## src/rtl/ram_arb_pkg.sv

```systemverilog
// ram_arb_pkg: shared types and constants for the RAM arbiter slice.
package ram_arb_pkg;

    localparam int DEF_ADDR_W = 24;
    localparam int DEF_DATA_W = 16;

    // Requester indices
    localparam int REQ_SPI  = 0;
    localparam int REQ_CART = 1;

    typedef enum logic [1:0] {
        ST_IDLE     = 2'd0,
        ST_ISSUE    = 2'd1,
        ST_ACCEPT   = 2'd2,
        ST_COMPLETE = 2'd3
    } arb_state_t;

endpackage

```

## src/rtl/ram_arb_pick.sv

```systemverilog
// ram_arb_pick: two-way grant selection.
// Build macro RAM_ARB_FIXED_PRIO_EN: cart requester always wins a tie and
// i_last_grant is ignored; otherwise ties alternate (round-robin).
module ram_arb_pick
    import ram_arb_pkg::*;
(
    input  logic [1:0] i_req,
    input  logic       i_last_grant,
    output logic       o_valid,
    output logic       o_idx
);

    // Sole requester wins; a tie is resolved by the configured policy.
    always_comb begin
        o_valid = |i_req;
        o_idx   = i_req[REQ_CART];
`ifndef RAM_ARB_FIXED_PRIO_EN
        if (i_req[REQ_SPI] && i_req[REQ_CART]) begin
            o_idx = ~i_last_grant;
        end
`endif
    end

endmodule

```

## src/rtl/ram_arbiter.sv

```systemverilog
// ram_arbiter: arbitrates SPI loader and cart bus onto one memory controller
// with a single outstanding transfer and a completion timeout.
// Build macro RAM_ARB_FIXED_PRIO_EN selects fixed tie priority (cart wins).
module ram_arbiter
    import ram_arb_pkg::*;
#(
    parameter int ADDR_W  = DEF_ADDR_W,
    parameter int DATA_W  = DEF_DATA_W,
    parameter int TIMEOUT = 1023
) (
    input  logic              clk,
    input  logic              rst,
    input  logic [1:0]        m_req,
    input  logic [1:0]        m_we,
    input  logic [ADDR_W-1:0] m_addr0,
    input  logic [ADDR_W-1:0] m_addr1,
    input  logic [DATA_W-1:0] m_wdata0,
    input  logic [DATA_W-1:0] m_wdata1,
    output logic [1:0]        m_ack,
    output logic [1:0]        m_err,
    output logic [DATA_W-1:0] m_rdata,
    output logic [ADDR_W-1:0] wr_addr,
    output logic [DATA_W-1:0] wr_data,
    output logic              wr_enable,
    output logic [ADDR_W-1:0] rd_addr,
    output logic              rd_enable,
    input  logic [DATA_W-1:0] rd_data,
    input  logic              rd_ready,
    input  logic              busy
);

    localparam int CNT_W = $clog2(TIMEOUT + 1);

    arb_state_t        r_state;
    arb_state_t        w_next_state;
    logic              r_idx;
    logic              r_we;
    logic [ADDR_W-1:0] r_addr;
    logic [DATA_W-1:0] r_wdata;
    logic              r_last_grant;
    logic [CNT_W-1:0]  r_cnt;
    logic              r_wr_en;
    logic              r_rd_en;
    logic [ADDR_W-1:0] r_wr_addr;
    logic [DATA_W-1:0] r_wr_data;
    logic [ADDR_W-1:0] r_rd_addr;
    logic [1:0]        r_ack;
    logic [1:0]        r_err;
    logic [DATA_W-1:0] r_rdata;

    logic w_pick_vld;
    logic w_pick_idx;
    logic w_in_xfer;
    logic w_grant;
    logic w_issue;
    logic w_accept;
    logic w_done;
    logic w_tmo;

    ram_arb_pick u_pick (
        .i_req        (m_req),
        .i_last_grant (r_last_grant),
        .o_valid      (w_pick_vld),
        .o_idx        (w_pick_idx)
    );

    // Next-state and per-cycle event decode. A normal completion beats a
    // timeout landing on the same cycle; no grant during the ack cycle.
    always_comb begin
        w_next_state = r_state;
        w_in_xfer    = (r_state == ST_ACCEPT) || (r_state == ST_COMPLETE);
        w_grant      = 1'b0;
        w_issue      = 1'b0;
        w_accept     = 1'b0;
        w_done       = 1'b0;
        w_tmo        = w_in_xfer && (r_cnt == CNT_W'(TIMEOUT - 1));
        case (r_state)
            ST_IDLE: begin
                w_grant = w_pick_vld && (r_ack == 2'b00);
                if (w_grant) w_next_state = ST_ISSUE;
            end
            ST_ISSUE: begin
                w_issue = !busy;
                if (w_issue) w_next_state = ST_ACCEPT;
            end
            ST_ACCEPT: begin
                if (w_tmo) begin
                    w_next_state = ST_IDLE;
                end else if (busy) begin
                    w_accept     = 1'b1;
                    w_next_state = ST_COMPLETE;
                end
            end
            ST_COMPLETE: begin
                w_done = r_we ? !busy : rd_ready;
                if (w_done) begin
                    w_tmo        = 1'b0;
                    w_next_state = ST_IDLE;
                end else if (w_tmo) begin
                    w_next_state = ST_IDLE;
                end
            end
            default: w_next_state = ST_IDLE;
        endcase
    end

    // State register.
    always_ff @(posedge clk) begin
        if (rst) r_state <= ST_IDLE;
        else     r_state <= w_next_state;
    end

    // Datapath: latch the winner, drive the controller ports, count, complete.
    always_ff @(posedge clk) begin
        if (rst) begin
            r_idx        <= 1'b0;
            r_we         <= 1'b0;
            r_addr       <= '0;
            r_wdata      <= '0;
            r_last_grant <= 1'b1;
            r_cnt        <= '0;
            r_wr_en      <= 1'b0;
            r_rd_en      <= 1'b0;
            r_wr_addr    <= '0;
            r_wr_data    <= '0;
            r_rd_addr    <= '0;
            r_ack        <= 2'b00;
            r_err        <= 2'b00;
            r_rdata      <= '0;
        end else begin
            r_ack <= 2'b00;
            r_err <= 2'b00;
            if (w_grant) begin
                r_idx   <= w_pick_idx;
                r_we    <= m_we[w_pick_idx];
                r_addr  <= w_pick_idx ? m_addr1 : m_addr0;
                r_wdata <= w_pick_idx ? m_wdata1 : m_wdata0;
            end
            if (w_issue) begin
                r_wr_en <= r_we;
                r_rd_en <= !r_we;
                r_cnt   <= '0;
                if (r_we) begin
                    r_wr_addr <= r_addr;
                    r_wr_data <= r_wdata;
                end else begin
                    r_rd_addr <= r_addr;
                end
            end
            if (w_in_xfer) r_cnt <= r_cnt + CNT_W'(1);
            if (w_accept) begin
                r_wr_en <= 1'b0;
                r_rd_en <= 1'b0;
            end
            if (w_done || w_tmo) begin
                r_wr_en        <= 1'b0;
                r_rd_en        <= 1'b0;
                r_ack[r_idx]   <= 1'b1;
                r_err[r_idx]   <= w_tmo;
                r_last_grant   <= r_idx;
                if (w_done && !r_we) r_rdata <= rd_data;
            end
        end
    end

    assign m_ack     = r_ack;
    assign m_err     = r_err;
    assign m_rdata   = r_rdata;
    assign wr_addr   = r_wr_addr;
    assign wr_data   = r_wr_data;
    assign wr_enable = r_wr_en;
    assign rd_addr   = r_rd_addr;
    assign rd_enable = r_rd_en;

endmodule

```

## config.mk

```make
export PLATFORM = sky130hd
export DESIGN_NAME = ram_arbiter
export DESIGN_NICKNAME = d
export VERILOG_FILES = /design/src/rtl/ram_arb_pkg.sv /design/src/rtl/ram_arb_pick.sv /design/src/rtl/ram_arbiter.sv
export SDC_FILE = /design/constraint.sdc
export NUM_CORES = 1
export LEC_CHECK = 0
export CAP_MARGIN = 20
export CORE_ASPECT_RATIO = 2
export CORE_MARGIN = 3
export CORE_UTILIZATION = 51
export CTS_CLUSTER_DIAMETER = 200
export DETAILED_ROUTE_END_ITERATION = 6
export DONT_BUFFER_PORTS = 1
export PLACE_DENSITY = 0.73
export RECOVER_POWER = 25
export SLEW_MARGIN = 20
export SYNTH_ARGS = -nofsm -noshare
export SYNTH_HDL_FRONTEND = slang
export SYNTH_HIERARCHICAL = 1
export SYNTH_SLANG_ARGS = --single-unit
export TNS_END_PERCENT = 1
```

## constraint.sdc

```tcl
create_clock -name clk -period 1.8 [get_ports clk]
set_input_delay 0.27 -clock clk [delete_from_list [all_inputs] [get_ports clk]]
set_output_delay 0.27 -clock clk [all_outputs]
set_load 0.005 [all_outputs]
```

# == After elaboration in Yosys (flattened, before gate mapping) ==
# Index checks and enable logic that the tools add are counted.
# totals
regBits,141
output_inout_bits,86
# classes
n_addsub,1
magnitude_cmp,3
eq_ne,8
muxes,25
bitwise,4
n_reduce_logical,19
# ops
operator,n
two-way mux 24 bit,1
two-way mux 10 bit,2
two-way mux 16 bit,1
two-way mux 1 bit,13
two-way mux 2 bit,6
"adder 10 x 1 -> 10 bit, second input constant",1
"== test 10 bit, second input constant",1
case mux 2 bit (4 select lines),1
AND reduction 2 bit,3
logical AND 1 bit,5
"== test 2 bit, second input constant",2
zero test 2 bit,2
"< comparator 1 x 2 -> 1 bit, second input constant",2
"!= test 2 bit, second input constant",2
AND reduction 4 bit,1
OR reduction 2 bit,2
"!= test 3 x 1 -> 1 bit, second input constant",1
"!= test 3 x 2 -> 1 bit, second input constant",1
inverter 1 bit,3
OR reduction 3 bit,1
bitwise AND 2 bit,1
"== test 2 x 1 -> 1 bit, second input constant",1
zero test 1 bit,2
logical OR 1 bit,2
3 further kinds,3

# == Depth between registers and ports, before layout ==
# logic_depth
word_depth,8
depth_mapped,7
depth_no_buf,6

# == Hierarchy ==
# The synthesis kept the hierarchy.
# by_module_without_submodules
module,n_inst,cells_per_inst,area_per_inst_um2,seq_area_each_um2
ram_arbiter,1,639,5635.4,2822.7
ram_arb_pick,1,2,13.8,0.0

# == Worst setup path after synthesis ==
# OpenSTA, ideal clock, no wires.
# synth_path
kind,reg-to-reg
from,register r_last_grant
to,register r_addr[0]
setup_time_ns,0.146
arrival_ns,1.366
required_time_ns,1.654
setup_slack_ns,0.288
stages_incl_launch_ff,6
cell_sequence,dfxtp_1 -> a21boi_1 -> buf_2 -> buf_1 -> mux2i_1 -> a211oi_2
# synth_between
elab_chain_cells,3
# synth_rtl
item,line_no,rtl
"start, declared",ram_arbiter.sv:40,logic r_last_grant;
"start signal, assigned",ram_arbiter.sv:160,r_last_grant <= r_idx;
inverter 1 bit,ram_arb_pick.sv:19,o_idx = ~i_last_grant;
two-way mux 1 bit,ram_arb_pick.sv:18,if (i_req[REQ_SPI] && i_req[REQ_CART]) begin
via w_pick_idx,ram_arbiter.sv:52,logic w_pick_idx;
two-way mux 24 bit,ram_arbiter.sv:136,r_addr <= w_pick_idx ? m_addr1 : m_addr0;
"end signal, assigned",ram_arbiter.sv:136,
"end, declared",ram_arbiter.sv:38,logic [ADDR_W-1:0] r_addr;
# The timed path passes the listed nets, and every way through them passes these cells.
# A chain may end at the register's enable or synchronous reset.

# == Worst setup path in the final report ==
# layout_path
from,register r_ack[1] (netlist: m_ack[1])
to,register r_addr[4]
# layout_between
elab_chain_cells,3
# layout_rtl
item,line_no,rtl
"start, declared",ram_arbiter.sv:47,logic [1:0] r_ack;
"start signal, assigned",ram_arbiter.sv:127,r_ack <= 2'b00;
"start signal, assigned",ram_arbiter.sv:131,r_ack <= 2'b00;
"start signal, assigned by index",ram_arbiter.sv:158,r_ack[r_idx] <= 1'b1;
zero test 2 bit,ram_arbiter.sv:79,w_grant = w_pick_vld && (r_ack == 2'b00);
logical AND 1 bit,ram_arbiter.sv:79,
two-way mux 1 bit,ram_arbiter.sv:77,case (r_state)
# Every way passes these cells.

==> summary.md <==
| Metric | Value |
|---|---|
| Vert. Die Dim | between 150 and 200 um |
| Layout cell share with drive strength beyond 1 | between 10% and 20% |
| Status | finished with violations |
| CP Capture Type | register |
| Routability cong. | roughly 0.85 |
| GR Util All Layers | a little over a fifth |
| Hold slack | -0.0725 ns |
| Slowest stage delay, CP | about 0.42 ns |
| HPWL Detailed | about 9500 um |
| Crit path max-delay family | simple AND/OR/NAND/NOR gates |
| Max Cap Violations | 0 |
| CP max-delay cell | or3b_4 |
| Syn_area_per_cell | 8.81 um2 |
| Register area share after synthesis | between 40% and 50% |
| Vias in the first global route | roughly 4.3k |
| GR Overflow Total | 0 |
| Critical path startpoint | m_ack[1] |
| Min-Delay Path Class | in2reg |
| Cell area after synthesis | ~5600 um2 |
| Failing checks | negative hold slack |
| Ports | 190 |
| Initial antenna violation count | 0 |
| Top FF cell, synth | dfxtp_1 |
| Die width | ~80 um |
| Routed WL | 14500 um |
| First-pass GRT wire length | about 21000 um |
| Synthesis Warnings | 6 |
| CTS sink cnt | between 100 and 150 |
| Max-slew violation count | 0 |
| Worst-case clock buffer depth | 2 |
| Reg2Reg Setup Slack | roughly 0.0033 ns |
| Final setup violation count | 0 |
| Cts hold-fix bufs | 1 |
| Critical-path cell list | or3b_4 -> nor3_4 -> buf_4 -> buf_6 -> nor2_1 -> a211oi_2 |
| CP startpoint kind | register |
| CTS Buf Count | 17 |
| Syn Nets | around 750 |
| Fin nets | 736 |
| Wire length per cell | approximately 19 um |
| CTS tree | done |
| Asr flop ratio synth | 0% |
| Crit path depth | 6 |
| Worst Path Max Fanout | 7 |
| Slew @ Worst Pin | ~0.57 ns |
| Slew headroom | roughly 62% |
| Largest net degree at the start of global routing | between 100 and 150 |
| Ant. Diodes | 0 |
| Critical path data arrival time | around 2.1 ns |
| Initial drt markers | 164 |
| Distinct cells, synth | 46 |
| Clock Pin Slew Worst Setup and Hold Paths | 0.06 ns |
| Fin util | about 60% |
| I/O Buffers | 0 |
| Vias/cell | 5.83 |
| Via count | approximately 4.5k |
| Mapped Cells | ~640 |
| Pre-antenna DRT Iters | 4 |
| Clk_lat worst skew | between 0.4 and 0.5 ns |
| Root buf cell | clkbuf_16 |
| Initial Util | 52.9% |
| Crit path to | r_addr[4] |
| CTS H-Tree Depth | 4 |
| ANT nets after route | 0 |
| Remaining routing DRC violations | 0 |
| Critical path class | reg2reg |
| R2R Path End | r_addr[4] |
| Peak Freq | approximately 0.56 GHz |
| Area Overhead vs Synth | 13.8% |
| #FFs+latches synth | approximately 140 |
| Req. time, crit path | roughly 2.1 ns |
| Unrepaired setup endpoints after global routing | yes |
| Fin crit period | between 1.5 and 2 ns |
| Number of buffers and inverters on the critical path | 2 |
| Final hold violation count | about 140 |
| Pwr Density | approximately 1200 nW/um2 |
| Leak | around 0.0022 uW |
| Fill cells | 935 |
| Row count | 53 |
| R2r worst-path depth | 6 |
| Period utilization | roughly 100% |
| Number of synthesized flops with an enable pin | 0 |
| Core ar. | about 11000 um2 |
| VDD IR max | just under 1 mV |
| Reg-to-Reg Start | m_ack[1] |
| Clock skew | 0.00770 ns |
| Die area | approximately 12000 um2 |
[metrics by stage]
step | total power [uW] | setup slack (ns) | cell area [um2] | setup TNS (ns) | std cells
3_3_place_gp | 4260 | 0.139 | 5740 | 0 | 740
6_report | 7680 | 0.00327 | 6430 | 0 | 779
3_5_place_dp | 4300 | 0.0446 | 5740 | 0 | 740
5_1_grt | 7980 | -0.0622 | 6430 | -0.605 | 779
2_1_floorplan | 4160 | 0.288 | 5650 | 0 | 641
4_1_cts | 7620 | 0.0185 | 6310 | 0 | 772
[flip-flops by register name, summed over array words and instances, names as in the netlist, 2 cells and up]
register and count:
m_ack 2, m_err 2, m_rdata 16, r_addr 24, r_cnt 10, r_state 2
r_wdata 16, rd_addr 24, wr_addr 24, wr_data 16
[how the worst min path moves through the flow]
stage | startpoint | endpoint | slack [ns] | depth (start not counted)
2_1_floorplan | rd_data[0] | m_rdata[0] | 0.41 | 2
3_3_place_gp | rst | r_addr[13] | 0.35 | 1
3_5_place_dp | rst | rd_addr[14] | 0.35 | 1
4_1_cts | rst | r_addr[12] | -0.09 | 1
5_1_grt | rst | r_addr[12] | -0.10 | 1
6_report | rst | rd_addr[13] | -0.07 | 1
[cells in the mapped netlist (all sizes together), types with 2 or more instances]
cell type  instances  share of area (%)
nand2b             2               0.22
o31a               2               0.31
nand3b             3               0.40
nor4               2               0.22
nand4              6               0.78
clkbuf            24                1.6
ha                 2               0.44
buf               25                2.6
a21boi             2               0.27
o211ai             3               0.40
inv                3               0.20
nand3              3               0.27
or3b               2               0.35
dfxtp            141                 50
nor2              53                3.9
or2                3               0.33
a21oi             89                7.9
nand2            169                 11
a211oi            43                8.4
o21ai              3               0.27
mux2i             44                7.8
nor3               4               0.44
or3                2               0.22
[metal layers]
layer  vias up  part of all wire (%)  global-route usage [%]
li1       2166                     -                       -
met1      2168                    36                    21.6
met2       180                    55                    40.2
met3        29                   6.8                    7.46
met4         0                   2.8                    8.86
met5         -                     0                       0
[where the power goes]
group	switching, uW	internal, uW
clock	1390	1920
combinational	510	394
sequential	150	3320
total	2050	5630
[cells in the final DEF, fill, tap and decap left out, types with 3 or more instances in the layout]
cell        Yosys  layout
nor2_1         51      51
buf_4           3       9
nand2_1       169     168
nand4_1         5       5
buf_12          0       5
a211oi_1       13      12
o211ai_1        3       3
nand3_1         3       3
a21oi_1        89      89
dfxtp_1       141     141
mux2i_1        44      44
nor3_1          3       3
o21ai_0         3       3
inv_6           0       6
clkinvlp_4      0       4
a211oi_2       30      31
nand3b_1        3       3
clkbuf_16       0      19
[repair_timing]
action / CTS / global route
setup endpoints to repair: 0 / 11
hold endpoints to repair: 138 / 137
resized for setup: 0 / 8
setup buffers: 0 / 3
[kinds of logic after synthesis]
kind of cell               share of synthesized area [%]
AOI/OAI and AO/OA                                   18.1
DFF                                                 50.0
buffers and inverters                               4.39
and+or+nand+nor                                     19.1
muxes                                               8.00
adders and majority gates                          0.443
[layout make-up]
type	count	area, um2	area share, %
sequential	141	2820	43.9
multi-input combinational	448	2610	40.6
inverter	3	11.3	0.175
timing repair buffer	19	250	3.89
clock buffer	17	425	6.62
clock inverter	14	135	2.10
tap	137	171	2.67
No activity file was read; power rests on OpenSTA's default activity.
